File: src/rtl/md_pkg.sv
// Shared definitions for the multiply/divide unit: datapath width, divider
// FSM states, the divide-by-zero result and a magnitude helper.
package md_pkg;

    localparam int WIDTH = 32;
    localparam int CW    = $clog2(WIDTH + 1);

    typedef enum logic [1:0] {
        IDLE = 2'd0,
        LOAD = 2'd1,
        RUN  = 2'd2,
        DONE = 2'd3
    } state_t;

    localparam logic [WIDTH-1:0] DIV0_RESULT = {WIDTH{1'b1}};
    localparam logic [WIDTH-1:0] W_ONE       = {{(WIDTH-1){1'b0}}, 1'b1};
    localparam logic [WIDTH-1:0] W_ZERO      = {WIDTH{1'b0}};

    // Two's complement magnitude; 0x8000_0000 yields unsigned 2^(WIDTH-1).
    function automatic logic [WIDTH-1:0] abs_val(input logic [WIDTH-1:0] v);
        logic [WIDTH-1:0] r;
        if (v[WIDTH-1]) begin
            r = ~v + W_ONE;
        end else begin
            r = v;
        end
        return r;
    endfunction

    // Two's complement negation.
    function automatic logic [WIDTH-1:0] neg_val(input logic [WIDTH-1:0] v);
        return ~v + W_ONE;
    endfunction

endpackage

File: src/rtl/div_step.sv
// One combinational restoring-division step: shift the next dividend bit into
// the partial remainder, then subtract the divisor if it fits.
module div_step
    import md_pkg::*;
(
    input  logic [WIDTH-1:0] i_rem,
    input  logic [WIDTH-1:0] i_dvd,
    input  logic [WIDTH-1:0] i_dvs,
    output logic [WIDTH-1:0] o_rem,
    output logic [WIDTH-1:0] o_dvd,
    output logic             o_qbit
);

    // The compare is done one bit wider so no remainder bit is silently lost;
    // the remainder is always below the divisor, so its top bit is zero here.
    logic [WIDTH:0] w_rem_sh;

    // Shift, compare and conditionally subtract.
    always_comb begin
        w_rem_sh = {i_rem, i_dvd[WIDTH-1]};
        o_dvd    = {i_dvd[WIDTH-2:0], 1'b0};
        if (w_rem_sh >= {1'b0, i_dvs}) begin
            o_rem  = w_rem_sh[WIDTH-1:0] - i_dvs;
            o_qbit = 1'b1;
        end else begin
            o_rem  = w_rem_sh[WIDTH-1:0];
            o_qbit = 1'b0;
        end
    end

endmodule

File: src/rtl/div.sv
// Sequential signed divider: works on operand magnitudes, one quotient bit
// per clock, then applies the quotient sign and registers the result.
module div
    import md_pkg::*;
(
    input  logic             clk,
    input  logic             reset,
    input  logic             MDControl,
    input  logic [WIDTH-1:0] divisor,
    input  logic [WIDTH-1:0] dividendo,
    output logic [WIDTH-1:0] resultado
);

    state_t           r_state;
    state_t           w_next_state;
    logic [WIDTH-1:0] r_dvd;
    logic [WIDTH-1:0] r_dvs;
    logic [WIDTH-1:0] r_rem;
    logic [WIDTH-1:0] r_quo;
    logic             r_sign;
    logic [CW-1:0]    r_count;
    logic             w_load;
    logic             w_run;
    logic             w_done;
    logic [WIDTH-1:0] w_rem_nxt;
    logic [WIDTH-1:0] w_dvd_nxt;
    logic             w_qbit;

    div_step u_step (
        .i_rem  (r_rem),
        .i_dvd  (r_dvd),
        .i_dvs  (r_dvs),
        .o_rem  (w_rem_nxt),
        .o_dvd  (w_dvd_nxt),
        .o_qbit (w_qbit)
    );

    // FSM state register.
    always_ff @(posedge clk or posedge reset) begin
        if (reset) begin
            r_state <= IDLE;
        end else begin
            r_state <= w_next_state;
        end
    end

    // FSM next-state logic; start requests are only honoured in IDLE.
    always_comb begin
        w_next_state = r_state;
        case (r_state)
            IDLE: begin
                if (MDControl) begin
                    w_next_state = LOAD;
                end else begin
                    w_next_state = IDLE;
                end
            end
            LOAD: w_next_state = RUN;
            RUN: begin
                if (r_count == CW'(1)) begin
                    w_next_state = DONE;
                end else begin
                    w_next_state = RUN;
                end
            end
            DONE:    w_next_state = IDLE;
            default: w_next_state = IDLE;
        endcase
    end

    // FSM output decode: datapath enables per state.
    always_comb begin
        w_load = 1'b0;
        w_run  = 1'b0;
        w_done = 1'b0;
        case (r_state)
            LOAD:    w_load = 1'b1;
            RUN:     w_run  = 1'b1;
            DONE:    w_done = 1'b1;
            default: begin
                w_load = 1'b0;
                w_run  = 1'b0;
                w_done = 1'b0;
            end
        endcase
    end

    // Iteration datapath: latch magnitudes and sign, then one step per cycle.
    always_ff @(posedge clk or posedge reset) begin
        if (reset) begin
            r_dvd   <= W_ZERO;
            r_dvs   <= W_ZERO;
            r_rem   <= W_ZERO;
            r_quo   <= W_ZERO;
            r_sign  <= 1'b0;
            r_count <= CW'(0);
        end else if (w_load) begin
            r_dvd   <= abs_val(dividendo);
            r_dvs   <= abs_val(divisor);
            r_sign  <= dividendo[WIDTH-1] ^ divisor[WIDTH-1];
            r_rem   <= W_ZERO;
            r_quo   <= W_ZERO;
            r_count <= CW'(WIDTH);
        end else if (w_run) begin
            r_rem   <= w_rem_nxt;
            r_dvd   <= w_dvd_nxt;
            r_quo   <= {r_quo[WIDTH-2:0], w_qbit};
            r_count <= r_count - CW'(1);
        end
    end

    // Result register: sign fix-up, with a fixed all-ones answer for /0
    // regardless of the dividend sign.
    always_ff @(posedge clk or posedge reset) begin
        if (reset) begin
            resultado <= W_ZERO;
        end else if (w_done) begin
            if (r_dvs == W_ZERO) begin
                resultado <= DIV0_RESULT;
            end else if (r_sign) begin
                resultado <= neg_val(r_quo);
            end else begin
                resultado <= r_quo;
            end
        end
    end

endmodule

File: config.mk
export PLATFORM = sky130hd
export DESIGN_NAME = div
export DESIGN_NICKNAME = d
export VERILOG_FILES = /design/src/rtl/md_pkg.sv /design/src/rtl/div_step.sv /design/src/rtl/div.sv
export SDC_FILE = /design/constraint.sdc
export NUM_CORES = 1
export LEC_CHECK = 0
export CAP_MARGIN = 20
export CORE_UTILIZATION = 47
export DETAILED_ROUTE_END_ITERATION = 10
export PLACE_DENSITY = 0.79
export SYNTH_ARGS = -nofsm -noshare
export SYNTH_HDL_FRONTEND = slang
export SYNTH_SLANG_ARGS = --single-unit
File: constraint.sdc
create_clock -name clk -period 14.6 [get_ports clk]
set_input_delay 2.92 -clock clk [delete_from_list [all_inputs] [get_ports clk]]
set_output_delay 2.92 -clock clk [all_outputs]
set_load 0.01 [all_outputs]
Yosys cells after proc, flatten, opt, wreduce, memory -nomap -nowiden
Index checks and enable logic that the tools add are counted.
Storage, ports and cells
  register bits: 169
  input port bits: 67
  output and inout bits: 32
  logic and storage cells: 45
Cells by class
  add/subtract/negate cells: 5
  order comparisons: 1
  equality and inequality tests: 4
  muxes and demuxes: 20
  bitwise logic cells: 4
  reductions and logical operators: 3
Operators by type and width (count)
  32-bit two-way mux: 11
  32-bit by 1-bit adder with 32-bit output, second input constant: 3
  32-bit NOT: 3
  33-bit by 32-bit >= comparator with 1-bit output: 1
  32-bit logical NOT: 1
  32-bit subtractor: 1
  6-bit two-way mux: 2
  2-bit one-hot mux with 4 select lines: 1
  6-bit by 1-bit == test with 1-bit output, second input constant: 1
  1-bit two-way mux: 6
  6-bit by 1-bit subtractor with 6-bit output, second input constant: 1
  2-bit == test, second input constant: 2
  2-bit by 1-bit == test with 1-bit output, second input constant: 1
  2-bit logical NOT: 1
  2-bit nonzero test: 1
  1-bit XOR: 1

Logic depth before layout (Yosys ltp)
Gate-level depths: netlist of the first run.
  depth in word-level cells: 4
  gate-level depth with buffers: 13
  gate-level depth less buffers: 11

Cells and area by module
A second synthesis of the first run with hierarchy kept.
Second synthesis, totals
  cell total of the unflattened synthesis: 1325
  area total of the unflattened synthesis: 11354.6 um2
Modules (own cells, without submodules)
  div: times used 1, cells each 969, area each 8779.7 um2, seq. area each 4229.1 um2
  div_step: times used 1, cells each 356, area each 2575.0 um2, seq. area each 0.0 um2

Least setup slack after synthesis of the first run
Ideal clock, no wire load.
  path kind: input to register
  start: input port dividendo[10]
  end: register r_dvd[25]
  library setup time: 118 ps
  arrival: 5385 ps
  data required time: 14482 ps
  setup slack: 9097 ps
  stages: 8
  buffers on the path: 0
  cells stage by stage: or4_4 or4b_4 or4_4 or3_4 o41ai_2 xor2_1 a211oi_1 a21o_1
On the way
  longest elaborated chain between the ends: 4
RTL lines
  from (decl): line div.sv:10  | input logic [WIDTH-1:0] dividendo,
  32-bit NOT: line md_pkg.sv:23  | r = ~v + W_ONE;
  32-bit by 1-bit adder with 32-bit output: line md_pkg.sv:23
  32-bit two-way mux: line md_pkg.sv:22  | if (v[WIDTH-1]) begin
  32-bit two-way mux: line div.sv:97  | end else if (w_load) begin
  to (signal assigned): line div.sv:98  | r_dvd <= abs_val(dividendo);
  to (signal assigned): line div.sv:106  | r_dvd <= w_dvd_nxt;
  to (decl): line div.sv:16  | logic [WIDTH-1:0] r_dvd;
No other way between the ends.
A chain may end at the register's enable or synchronous reset.

Worst setup path in the final report of the first run
  start: input port dividendo[8]
  end: register r_dvd[25]
The elaborated chain is that of the path after synthesis.

==> impl_metrics.ini, run 1 <==
[run_status]
status = completed

[logic_synthesis]
ys_warn_count = 0
post_synth.cell_area_avg_um2 = 8.64
synthesis.nets = 1373
ys.flop_type = dfrtp_1
synthTopCellsByArea = dfrtp_1 39%, xor2_1 6.3%, a21oi_1 4.7%, ha_1 4.7%, nand2_1 4.3%
ys_seq_elements = 169
async_flop_share_pct = 100
synth_top_area_share_pct = 38.7
ys_types = 67
syn_inst = 1264
synth_area_leader_cell = dfrtp_1
synth_edf_count = 0
ys_seq_area_share_pct = 38.7
synth.cell_area_mm2 = 0.0109

[global_routing]
antenna_found_initial = 0
grt_max_degree = 107
grt_pass1_vias = 9168
grt_pass1_wl_mm = 44.8
grt_overflow = 0
grt_usage_pct = 22.9

[power_and_ir_drop]
clkPwrFrac_pct = 13.8
switching_power_mw = 1.40
vdd_ir_drop_max_v = 0.000204
cellLeakagePower_nw = 5.51
p_sw_share_pct = 46.1
seqPwrFrac_pct = 27.8
p_comb_share_pct = 58.4
intPower_mw = 1.64
pwr_density_cell_mw_per_mm2 = 240

[run]
drv_cap = 0

[clocking]
cts_resized = 0
post_cts_buffers = 0
cts_root_buffer = clkbuf_16
cts.sinks = 169
clk_latency_ps = 430
clk_pin_slew_ps = 70
cts_tree = built
cts_buffers = 17
cts_hold_buf = 0
clk_path_buf_depth = 2
htree_levels = 4

[timing]
finalCritPeriodShare_pct = 39.1
drv_slew = 0
fin_skew_ps = 11.1
fin_setup_tns_ps = 0
rsz0062_at_grt = no
max_slew.worst_pin.slew_ps = 1120
setup_viol = 0
fmax_ghz = 0.175
timing.slew.headroom_pct = 24.3
finalHoldViolations = 0
finalCriticalPeriod_ps = 5700

[placement]
port_buffers = 98
dp_hpwl_mm = 18.0
dpl-instance-area_mm2 = 0.0120
dp.cells = 1576
place.gp.congestion = 0.929

[layout]
drive_gt1_share_pct = 4.83
final_area_mm2 = 0.0127
syn_to_final_growth_pct = 16.2
final_cells = 1611
insertedDiodeCount = 0
nets = 1423

[drt]
drcViolationCount = 0
ant_nets = 0
drt-wirelength-per-cell_um = 16.4
vias_per_cell = 5.94
routed_wl_mm = 26.4
drt-initial-drc-count = 540
drt_pass1_iterations = 5
vias = 9569

[worst_setup_path]
worst_setup_path_end_kind = flop
cp.required_ps = 14920
path_class = input port to flop
critPathLaunchType = input port
critPathMaxFanout = 5
arrival_ps = 6030

[die]
die_h_um = 154
ios = 99
initial_core_util_pct = 48.1
num_rows = 55
core_region_area_mm2 = 0.0227
die_area_mm2 = 0.0239
die_x_um = 154

[hold_path]
min_path_type = flop to flop
[registers in the layout (all words and copies together), names as in the netlist]
signal     cells
r_count        6
r_dvd         32
r_dvs         32
r_quo         32
r_rem         32
r_sign         1
r_state        2
resultado     32
[per-layer routing]
layer	up-vias	routed length, µm	GRT usage [%]
met5	-	0	0
met2	287	12300	37.1
li1	4650	-	-
met4	0	403	6.74
met1	4593	12300	31.1
met3	39	1420	4.37
[Yosys cell counts (9+ instances only)]
cell and count:
a211oi_1 21, a21o_1 27, a21oi_1 103, a22o_1 9, buf_1 12, clkbuf_1 64
dfrtp_1 169, ha_1 41, inv_1 66, nand2_1 124, nand2b_1 11, nand3_1 17
nand4_1 10, nor2_1 124, nor2b_1 11, nor3_1 23, nor4_1 22, o211ai_1 9
o21ai_0 68, o221ai_1 17, o2bb2ai_1 23, o31ai_1 21, o41ai_1 12, or3_1 14
or4_1 12, xnor2_1 34, xor2_1 79
[area by class of cell]
| type | instances | area [µm²] |
|---|---|---|
| multi-input combinational | 950 | 6170 |
| fill | 2076 | 10000 |
| clock inverter | 11 | 86.3 |
| inverter | 66 | 253 |
| timing repair buffer | 110 | 1150 |
| clock buffer | 20 | 447 |
| tap | 285 | 357 |
| sequential | 169 | 4230 |
[final timing paths]
check	start	to	slack [ps]	cells past startpoint
max	dividendo[8]	r_dvd[25]$_DFFE_PP0P_	8900	9
min in group asynchronous	reset	resultado[27]$_DFFE_PP0N_	3040	2
min	r_dvd[16]$_DFFE_PP0P_	r_dvd[16]$_DFFE_PP0P_	480	1
min reg2reg	r_dvd[16]$_DFFE_PP0P_	r_dvd[16]$_DFFE_PP0P_	480	1
max in group asynchronous	reset	r_rem[31]$_DFFE_PP0P_	10430	4
max reg2reg	r_dvs[7]$_DFFE_PP0P_	r_rem[19]$_DFFE_PP0P_	10210	10
[cell usage in the layout (no fill, tap or decap), types with 14 or more instances in the layout]
cell             count
a211oi_1            21
o2bb2ai_1           23
clkbuf_16           17
ha_1                39
nor4_1              22
inv_1               64
xnor2_1             34
o21ai_0             68
a21oi_1            103
nor3_1              23
or3_1               14
a21o_1              27
nand2_1            124
o31ai_1             21
xor2_1              79
clkdlybuf4s50_1     98
o221ai_1            17
dfrtp_1            169
nor2_1             123
nand3_1             17
[critical path: stages]
cell and delay [ps]:
clkdlybuf4s50_1 470, or4_4 550, or4b_4 520, or4_4 470
or3_4 400, o41ai_2 230, xor2_1 180, a211oi_1 90
a21o_1 190
[stage by stage]
step | hold WS [ps] | worst slack, ps | total power [mW] | util, %
floorplan | 448 | 7100 | 2.13 | -
global placement | 457 | 8490 | 2.53 | 53.0
detailed placement | 466 | 8450 | 2.58 | 53.0
CTS | 481 | 8910 | 3.01 | 55.4
global route | 497 | 8740 | 3.31 | 55.9
finish | 480 | 8900 | 3.04 | 55.9
[kinds of logic after synthesis]
logic type	synth area share (%)
buffers and inverters	5.04
adders and majority gates	4.88
AOI/OAI and AO/OA	23.8
DFF	38.7
muxes	1.07
xor gates and xnor gates	9.06
and+or+nand+nor	17.4
[power groups by stage]
stage | sequential (mW) | clock, mW | combinational (mW)
after floorplan | 0.817 | 0 | 1.31
after global placement | 0.842 | 0 | 1.69
after detailed placement | 0.847 | 0 | 1.73
after CTS | 0.842 | 0.428 | 1.74
after global routing | 0.871 | 0.446 | 1.99
final | 0.846 | 0.421 | 1.78
(Power assumes the default switching activity.)
==> run 2, diff against run 1 <==
==> constraint.sdc (replaced) <==
create_clock -name clk -period 5.63 [get_ports clk]
set_input_delay 1.126 -clock clk [delete_from_list [all_inputs] [get_ports clk]]
set_output_delay 1.126 -clock clk [all_outputs]
set_load 0.01 [all_outputs]
==> impl_metrics.ini, run 2 (synthesis results as in run 1) <==
[die]
num_rows = 55
die_area_mm2 = 0.0239
die_h_um = 154
ios = 99
core_region_area_mm2 = 0.0227
die_x_um = 154
initial_core_util_pct = 48.1

[timing]
setup_viol = 0
finalHoldViolations = 0
fin_skew_ps = 12.1
setup_ws_ps = 1700
finalCriticalPeriod_ps = 3930
fin_setup_tns_ps = 0
drv_slew = 0
rsz0062_at_grt = no
finalCritPeriodShare_pct = 69.8
fmax_ghz = 0.254
timing.slew.headroom_pct = 29.5
max_slew.worst_pin.slew_ps = 1050

[worst_setup_path]
worst_setup_path_end_kind = flop
cpMaxStageDelayCell = or4_4
startpoint = dividendo[8]
critPathLaunchType = input port
cp.required_ps = 5960
max_stage_delay_ps = 560
arrival_ps = 4260
cp_cell_sequence = clkdlybuf4s50_1 > or4_4 > or4b_4 > or4_4 > or3_4 > o41ai_2 > xor2_1 > a211oi_1 > a21o_1
critPathMaxFanout = 5
cp_common_cell = or4_4
path_class = input port to flop
rr_startpoint = r_dvs[7]$_DFFE_PP0P_

[clocking]
clk_pin_slew_ps = 70
cts_resized = 0
cts_root_buffer = clkbuf_16
htree_levels = 4
cts_hold_buf = 0
cts.sinks = 169
cts_tree = built
cts_buffers = 17
clk_latency_ps = 430
clk_path_buf_depth = 2
post_cts_buffers = 0

[power_and_ir_drop]
p_sw_share_pct = 45.7
pwr_density_cell_mw_per_mm2 = 626
intPower_mw = 4.31
seqPwrFrac_pct = 27.6
switching_power_mw = 3.63
p_comb_share_pct = 57.7
clkPwrFrac_pct = 14.7
vdd_ir_drop_max_v = 0.000329
cellLeakagePower_nw = 5.52

[layout]
layout_common_cells = 169 x dfrtp_1, 124 x nand2_1, 123 x nor2_1
drive_gt1_share_pct = 4.90
nets = 1424
fillers = 2062
final_common_cell = dfrtp_1
insertedDiodeCount = 0
multi_input_area_mm2 = 0.00616
syn_to_final_growth_pct = 16.3
regArea_mm2 = 0.00423

[drt]
vias_per_cell = 5.98
routed_wl_mm = 26.6
drcViolationCount = 0
vias = 9635
drt-initial-drc-count = 664
drt_pass1_iterations = 8
ant_nets = 0
drt-wirelength-per-cell_um = 16.5

[global_routing]
antenna_found_initial = 0
grt_max_degree = 170
grt_overflow = 0
grt_usage_pct = 23.0
grt_pass1_vias = 9162
grt_pass1_wl_mm = 44.9

[placement]
pre_cts_slack_ps = 1250
port_buffers = 98
place.gp.congestion = 0.881
dp_hpwl_mm = 18.2

[run]
drv_cap = 0

[hold_path]
hp-start = r_dvd[25]$_DFFE_PP0P_
min_path_type = flop to flop

[run_status]
status = completed
-- run 2: changes by cell type in the layout (fill, tap and decap cells not counted), sizes merged --
cell	previous run	this run
clkbuf	20	18
bufinv	0	2
inv	71	70
buf	12	13
-- run 2: stage by stage --
step | hold WS [ps] | std cells | cell area, µm² | util [%] | power (mW)
floorplan | 448 | 1264 | 10900 | - | 5.52
global placement | 456 | 1578 | 12100 | 53.1 | 6.56
detailed placement | 466 | 1579 | 12100 | 53.3 | 6.70
CTS | 482 | 1609 | 12700 | 55.8 | 7.91
global route | 502 | 1611 | 12700 | 56.0 | 8.60
finish | 479 | 1611 | 12700 | 56.0 | 7.95
-- run 2: worst paths after layout --
check / endpoint / slack (ps) / cells after the start
max: r_dvd[25]$_DFFE_PP0P_ / 1700 / 9
min: r_dvd[25]$_DFFE_PP0P_ / 480 / 1
max reg2reg: r_rem[29]$_DFFE_PP0P_ / 1820 / 11
min reg2reg: r_dvd[25]$_DFFE_PP0P_ / 480 / 1
max in group asynchronous: r_rem[31]$_DFFE_PP0P_ / 3630 / 3
min in group asynchronous: resultado[31]$_DFFE_PP0N_ / 1300 / 3
-- run 2: layout make-up --
class | count | area share, %
multi-input combinational | 950 | 48.5
sequential | 169 | 33.3
timing repair buffer | 111 | 8.96
clock buffer | 18 | 3.38
tap | 285 | 2.81
inverter | 66 | 1.98
clock inverter | 12 | 1.09
-- run 2: power groups by stage --
stage | logic (mW) | clock network [mW] | registers, mW
6_report | 4.59 | 1.17 | 2.19
5_1_grt | 5.12 | 1.24 | 2.25
4_1_cts | 4.54 | 1.18 | 2.18
3_5_place_dp | 4.51 | 0 | 2.20
3_3_place_gp | 4.37 | 0 | 2.18
2_1_floorplan | 3.40 | 0 | 2.12
-- run 2: metal layers --
| metal | global-route usage, % | up-vias | share of wire (%) |
|---|---|---|---|
| met2 | 38.2 | 267 | 48 |
| met3 | 3.95 | 38 | 4.7 |
| met5 | 0 | - | 0 |
| met4 | 6.41 | 0 | 1.7 |
| li1 | - | 4671 | - |
| met1 | 30.8 | 4659 | 46 |
-- run 2: critical path, delay by kind of cell --
kind                   cells  cell delay [ps]
buffers and inverters      1              480
XOR/XNOR                   1              190
AO/OA/AOI/OAI              3              520
AND/OR/NAND/NOR            4             1940
